File: config.mk
export PLATFORM = sky130hd
export DESIGN_NAME = multicycle_controller
export DESIGN_NICKNAME = d
export VERILOG_FILES = /design/src/rtl/multicycle_controller.sv
export SDC_FILE = /design/constraint.sdc
export NUM_CORES = 1
export LEC_CHECK = 0
export ABC_AREA = 0
export CAP_MARGIN = 5
export CORE_MARGIN = 2
export CORE_UTILIZATION = 29
export DETAILED_ROUTE_END_ITERATION = 10
export PLACE_DENSITY_LB_ADDON = 0.1
export SETUP_SLACK_MARGIN = 0.5
export SLEW_MARGIN = 25
export SYNTH_ARGS = -nofsm -noshare
export SYNTH_HDL_FRONTEND = slang
export SYNTH_SLANG_ARGS = --single-unit
File: constraint.sdc
create_clock -name clk -period 2.7 [get_ports clk]
set_input_delay 0.54 -clock clk [delete_from_list [all_inputs] [get_ports clk]]
set_output_delay 0.54 -clock clk [all_outputs]
set_load 0.03 [all_outputs]
File: src/rtl/multicycle_controller.sv
// Main control FSM and ALU/flag decoders for the multicycle ARM-subset datapath.
// Outputs are the unconditioned requests; the conditional-logic stage gates them.
module multicycle_controller #(
    parameter int STATE_W       = 4,
    parameter bit HOLD_ON_STALL = 1'b1
) (
    input  logic               clk,
    input  logic               reset,
    input  logic [1:0]         Op,
    input  logic [5:0]         Funct,
    input  logic [3:0]         Rd,
    input  logic               mem_ready,
    output logic               IRWrite,
    output logic               AdrSrc,
    output logic               ALUSrcA,
    output logic [1:0]         ALUSrcB,
    output logic [1:0]         ResultSrc,
    output logic [1:0]         ALUControl,
    output logic [1:0]         FlagW,
    output logic               PCS,
    output logic               RegW,
    output logic               MemW,
    output logic               NoWrite,
    output logic               illegal_op,
    output logic [STATE_W-1:0] state
);

    typedef enum logic [STATE_W-1:0] {
        FETCH    = STATE_W'(0),
        DECODE   = STATE_W'(1),
        MEMADR   = STATE_W'(2),
        MEMREAD  = STATE_W'(3),
        MEMWB    = STATE_W'(4),
        MEMWRITE = STATE_W'(5),
        EXECR    = STATE_W'(6),
        EXECI    = STATE_W'(7),
        ALUWB    = STATE_W'(8),
        BRANCH   = STATE_W'(9)
    } state_t;

    state_t state_q, state_d;

    logic       rdy;
    logic       alu_op;
    logic       branch;
    logic       next_pc;
    logic [3:0] cmd;

    assign rdy   = HOLD_ON_STALL ? mem_ready : 1'b1;
    assign cmd   = Funct[4:1];
    assign state = state_q;

    always_ff @(posedge clk or negedge reset) begin
        if (!reset) state_q <= FETCH;
        else        state_q <= state_d;
    end

    // Next state and Moore outputs
    always_comb begin
        state_d    = FETCH;
        IRWrite    = 1'b0;
        AdrSrc     = 1'b0;
        ALUSrcA    = 1'b0;
        ALUSrcB    = 2'b00;
        ResultSrc  = 2'b00;
        RegW       = 1'b0;
        MemW       = 1'b0;
        alu_op     = 1'b0;
        branch     = 1'b0;
        next_pc    = 1'b0;
        illegal_op = 1'b0;
        case (state_q)
            FETCH: begin
                ALUSrcA   = 1'b1;
                ALUSrcB   = 2'b10;
                ResultSrc = 2'b10;
                IRWrite   = rdy;
                next_pc   = rdy;
                state_d   = rdy ? DECODE : FETCH;
            end
            DECODE: begin
                ALUSrcA   = 1'b1;
                ALUSrcB   = 2'b10;
                ResultSrc = 2'b10;
                case (Op)
                    2'b00:   state_d = Funct[5] ? EXECI : EXECR;
                    2'b01:   state_d = MEMADR;
                    2'b10:   state_d = BRANCH;
                    default: begin
                        state_d    = FETCH;
                        illegal_op = 1'b1;
                    end
                endcase
            end
            MEMADR: begin
                ALUSrcB = 2'b01;
                state_d = Funct[0] ? MEMREAD : MEMWRITE;
            end
            MEMREAD: begin
                AdrSrc  = 1'b1;
                state_d = rdy ? MEMWB : MEMREAD;
            end
            MEMWB: begin
                ResultSrc = 2'b01;
                RegW      = 1'b1;
                state_d   = FETCH;
            end
            MEMWRITE: begin
                AdrSrc  = 1'b1;
                MemW    = rdy;
                state_d = rdy ? FETCH : MEMWRITE;
            end
            EXECR: begin
                alu_op  = 1'b1;
                state_d = ALUWB;
            end
            EXECI: begin
                ALUSrcB = 2'b01;
                alu_op  = 1'b1;
                state_d = ALUWB;
            end
            ALUWB: begin
                RegW    = 1'b1;
                state_d = FETCH;
            end
            BRANCH: begin
                ALUSrcB   = 2'b01;
                ResultSrc = 2'b10;
                branch    = 1'b1;
                state_d   = FETCH;
            end
            default: state_d = FETCH;
        endcase
    end

    // ALU decoder; NoWrite stays up through ALUWB so a CMP never writes back
    always_comb begin
        ALUControl = 2'b00;
        FlagW      = 2'b00;
        NoWrite    = 1'b0;
        if (alu_op) begin
            case (cmd)
                4'b0100: ALUControl = 2'b00;
                4'b0010: ALUControl = 2'b01;
                4'b0000: ALUControl = 2'b10;
                4'b1100: ALUControl = 2'b11;
                4'b1010: ALUControl = 2'b01;
                default: ALUControl = 2'b00;
            endcase
            FlagW[1] = Funct[0];
            FlagW[0] = Funct[0] & ((cmd == 4'b0100) | (cmd == 4'b0010) | (cmd == 4'b1010));
        end
        if (alu_op || state_q == ALUWB)
            NoWrite = (cmd == 4'b1010);
    end

    assign PCS = branch | (RegW & (Rd == 4'b1111)) | next_pc;

endmodule

==> out/metrics.yaml <==
status: "finished, final reports clean"
yosys_most_used_dff: "dfrtp_1"
antenna_found_initial: 0
syn_avg_cell_area_um2: 7.34
postCtsSetupBuffers: 0
grt_max_degree: 15
cts_tree: "built"
final_cells: 119
synth.top_cell.area_share_pct: 20.4
clockBufferDepth: 2
synth_top_family_by_area: "simple AND/OR/NAND/NOR gates"
slew_headroom_pct: 76.6
synth_top_cell_by_area: "dfrtp_1"
first_global_vias: 557
clock-skew-final_ns: 0.00215
dr.pass1.iters: 4
synthesis.area_um2: 492
vias: 606
synth_xor_area_share_pct: 3.56
placed_cell_area_um2: 871
syn-num-nets: 82
gp_congestion: 0.747
numClockSinks: 4
cap_violations: 0
endpoint_kind: "output port"
clkSlewWorstSetupHoldPaths_ns: 0.04
design_area_um2: 865
synth-compound-area-share_pct: 19.8
post_drt_wl_per_cell_um: 11.8
cts_made_buffers: 3
die_area_um2: 2040
yosys-top-cells-count: "6 x inv_1, 6 x nor2_1, 5 x nand2_1, 5 x nor3_1"
clkLatencyLatePin_ns: 0.23
crit_start: "Funct[3]"
initial_core_util_pct: 31.9
drive_above_1_share_pct: 26.2
yosysSeqAreaShare_pct: 20.4
yosys.area_share.simple_pct: 45.3
portBuffers: 34
dp.cells: 116
async_reset_ff_share_pct: 100
ys_warn_count: 0
ys_ff_latch: 4
routed_via_density: 5.09
ir_worst_vdd_v: 0.000644
crit_end: "FlagW[0]"
cp.arrival_ns: 1.61
ant_nets: 0
grt_util_all_layers_pct: 14.5
root_buffer: "clkbuf_4"
routed_wl_mm: 1.41
synth_edf_count: 0
max_freq_mhz: 466
cp.required_ns: 2.16
critical_path_class: "input port to output port"
grt_first_pass_wirelength_mm: 2.28
reg2reg_slack_ns: 1.18
r2r_end: "state[2]"
power_leakage_nw: 0.380
synth_area_leaders: "dfrtp_1 20%, nand2b_1 5.1%, nor3_1 5.1%, inv_1 4.6%, nor2_1 4.6%"
synthCells: 67
core-area_um2: 1540
synthAdderAreaFrac_pct: 0
htreeDepth: 1
place_hpwl_mm: 1.12
min_period_ns: 2.15
n_antenna_cell: 0
tns_ns: 0
tightestPinTransition_ns: 0.347
reg2regPathDepth: 4
largest_register_ffs: 4
area_delta_synth_final_pct: 75.8
drc: 0
drt_iter0_drc: 4
power_density_nw_per_um2: 1040
die_w_um: 45.2
grt_overflow: 0
fp-row-count: 14
final_max_slew_viol_count: 0
rsz0062_at_grt: "true"
r2r_start: "state[3]"
hold_viol_final: 0
ios: 35
hp-class: "input port to asynchronous set/reset pin"
ys_types: 31
nNetsFinal: 120
crit_fanout: 3
period_share_pct: 79.5
yosys-mux-area-fraction_pct: 0
worstSetupStartpointType: "input port"
finalSetupViolCount: 0
die_height_um: 45.2
-- how the worst min path moves through the flow --
stage                         from        to  cells past startpoint
after CTS                    reset  state[1]                      1
after detailed placement  state[0]  state[1]                      2
final                        reset  state[1]                      1
after global placement    state[0]  state[1]                      2
after floorplan              reset  state[0]                      0
after global routing         reset  state[1]                      1
-- cells in the final DEF (no fill, tap or decap), types with 2 or more instances in the layout --
cell type,instances
nor3_1,4
inv_1,6
clkdlybuf4s15_1,4
nand2b_1,4
buf_2,4
buf_4,5
clkbuf_2,3
o22ai_1,2
nand3_1,2
nor2_1,6
clkbuf_4,3
o211ai_1,2
o21ai_0,3
dfrtp_2,3
a21oi_1,2
dlygate4sd2_1,6
nor3b_1,2
clkdlybuf4s50_1,14
nand2_1,5
-- what timing repair did --
action	4_1_cts	5_1_grt
cloned	0	0
endpoints found under the hold margin	0	0
pin swaps	2	0
setup endpoints to repair	16	10
resized for setup	42	17
hold buffers	0	0
-- cell type report --
| cell class | count | area, um2 |
|---|---|---|
| fill | 155 | 677 |
| multi-input combinational | 52 | 367 |
| timing repair buffer | 38 | 329 |
| sequential | 4 | 104 |
| clock buffer | 3 | 22.5 |
| inverter | 6 | 22.5 |
| tap | 16 | 20.0 |
-- critical path, cell delays in order --
cell           delay (ns)
dlygate4sd2_1        0.23
buf_6                0.11
or3b_4               0.36
a211oi_2             0.18
buf_4                0.19
-- report_power, final --
group          total, mW  internal [mW]  leakage, nW  switching, mW
Combinational      0.672          0.263        0.318          0.409
Clock             0.0692         0.0494       0.0138         0.0198
Sequential         0.161         0.0887       0.0482         0.0726
-- stage by stage --
step	total power [mW]	utilization [%]	setup slack [ns]	hold slack (ns)
5_1_grt	0.968	56.1	0.486	0.505
6_report	0.903	56.1	0.554	0.511
4_1_cts	0.907	55.5	0.395	0.508
3_5_place_dp	0.898	56.5	0.0558	0.712
2_1_floorplan	0.624	-	0.480	0.244
3_3_place_gp	0.894	56.5	0.0866	0.714
-- routing by layer --
layer / GRT usage, % / vias up / wire length, um
li1: - / 316 / -
met1: 17.9 / 267 / 613
met2: 24.6 / 23 / 637
met3: 5.60 / 0 / 158
met4: 1.76 / 0 / 0
met5: 0 / - / 0
-- cells by family after synthesis --
logic type | Yosys count
XOR/XNOR | 2
AND/OR/NAND/NOR | 35
AO/OA/AOI/OAI | 15
buffers and inverters | 11
flip-flops | 4
Note: power is estimated with default switching activity, not from simulation.
==> RTL edit, RTL diff (same settings) <==
Set the parameter `HOLD_ON_STALL` to 1'b0 (it was 1'b1).
--- a/src/rtl/multicycle_controller.sv
+++ b/src/rtl/multicycle_controller.sv
@@ -4,3 +4,3 @@
     parameter int STATE_W       = 4,
-    parameter bit HOLD_ON_STALL = 1'b1
+    parameter bit HOLD_ON_STALL = 1'b0
 ) (
Behaviour: not the same (Yosys sat finds a counterexample within 4 cycles, from zero or initial values and one cycle with reset low).
==> RTL edit against the original RTL <==
  * Non-clock buffer count rose by 8
  * Design area increased by 4.8%
  * Clock power rose by 8.8%
  * Worst setup slack got worse by 68 ps
  * Power increased by 14%
  * Sequential cell count stayed put
  * Die area fell by 5.3%
  * Synthesized area is 5.9% lower
  * Worst hold slack worse by 14 ps
  * Routed wire length down 5.3%
  * Sequential share of layout area shrank 0.55 points
  * Combinational power increased by 20%
  * Critical path type is now reg2out
  * Largest cell class is now non-clock buffers
==> RTL edit: results (changes against the original RTL) <==
Critical R2R Launch state[1]$_DFF_PN0_ (was state[3]$_DFF_PN0_); combinational group share of total power 78.0% (was 74.5%); Overall Global Routing Usage 15.7% (was 14.5%); most common library cells after synthesis nor2_1 (7), nor3_1 (5), a21oi_1 (4), dfrtp_1 (4), nand2_1 (4) (was inv_1 (6), nor2_1 (6), nand2_1 (5), nor3_1 (5)); Routed WL per cell 11.3 µm (was 11.8 µm); Final Net Count 119 (was 120); sw frac 52.9% (was 55.5%); Slowest cell on crit path dfrtp_2 (was or3b_4); Inst Count DP 104 (was 116); Worst setup endpoint NoWrite (was FlagW[0]); r2r setup slk 1250 ps (was 1180 ps); worst rel slew slack 78.3% (was 76.6%); Post-DP HPWL 958 µm (was 1.12 mm); largest net degree at the start of global routing 19 (was 15); Yosys cell types 29 (was 31); pre-CTS worst setup slack 40.9 ps (was 55.8 ps); Clock-cell share 2.49% (was 2.60%); PD cells 1140 nW/µm² (was 1040 nW/µm²); worst clock skew 4.20 ps (was 2.15 ps); buffers outside the clock class 46 (was 38); CP max stage delay 410 ps (was 360 ps); Reg2Reg Depth 3 (was 4); Worst R2R End state[3]$_DFF_PN0_ (was state[2]$_DFF_PN0_); Vias 576 (was 606); share of cells above drive strength 1 41.2% (was 26.2%); Avg Cell Area, Syn 7.98 µm² (was 7.34 µm²); post-synthesis sequential area ratio 21.6% (was 20.4%); Non-clock buffer share 44.1% (was 38.1%); multi-input combinational cell count 47 (was 52); Net Count, Synth 73 (was 82); run status finished, final reports clean (unchanged); vias in the first global route 527 (was 557)
RTL edit: cell types whose count changed in the layout (fill, tap and decap cells not counted), moves of 3 or more:
cell	change
clkdlybuf4s15_1	-3
buf_4	+9
inv_1	-4
nand2b_4	+3
RTL edit: logic make-up (layout without fill, tap and decap cells):
| group | Yosys count | in the layout | synth area share (%) |
|---|---|---|---|
| and+or+nand+nor | 31 | 31 | 44.3 |
| AOI/OAI and AO/OA | 13 | 13 | 18.7 |
| buffers and inverters | 7 | 51 | 9.73 |
| DFF | 4 | 4 | 21.6 |
| xor gates and xnor gates | 3 | 3 | 5.68 |
RTL edit: per-layer routing:
metal | track usage (%) | vias to the layer above | wire length, µm
li1 | - | 295 | -
met1 | 20.3 | 256 | 559
met2 | 25.0 | 23 | 666
met3 | 4.58 | 2 | 102
met4 | 5.45 | 0 | 8
met5 | 0 | - | 0
RTL edit: what timing repair did:
action                                 CTS  global route
gates resized for setup                 27            15
pin swaps                                4             4
setup endpoints to repair               17            11
buffers inserted                         8             3
endpoints found under the hold margin    0             0
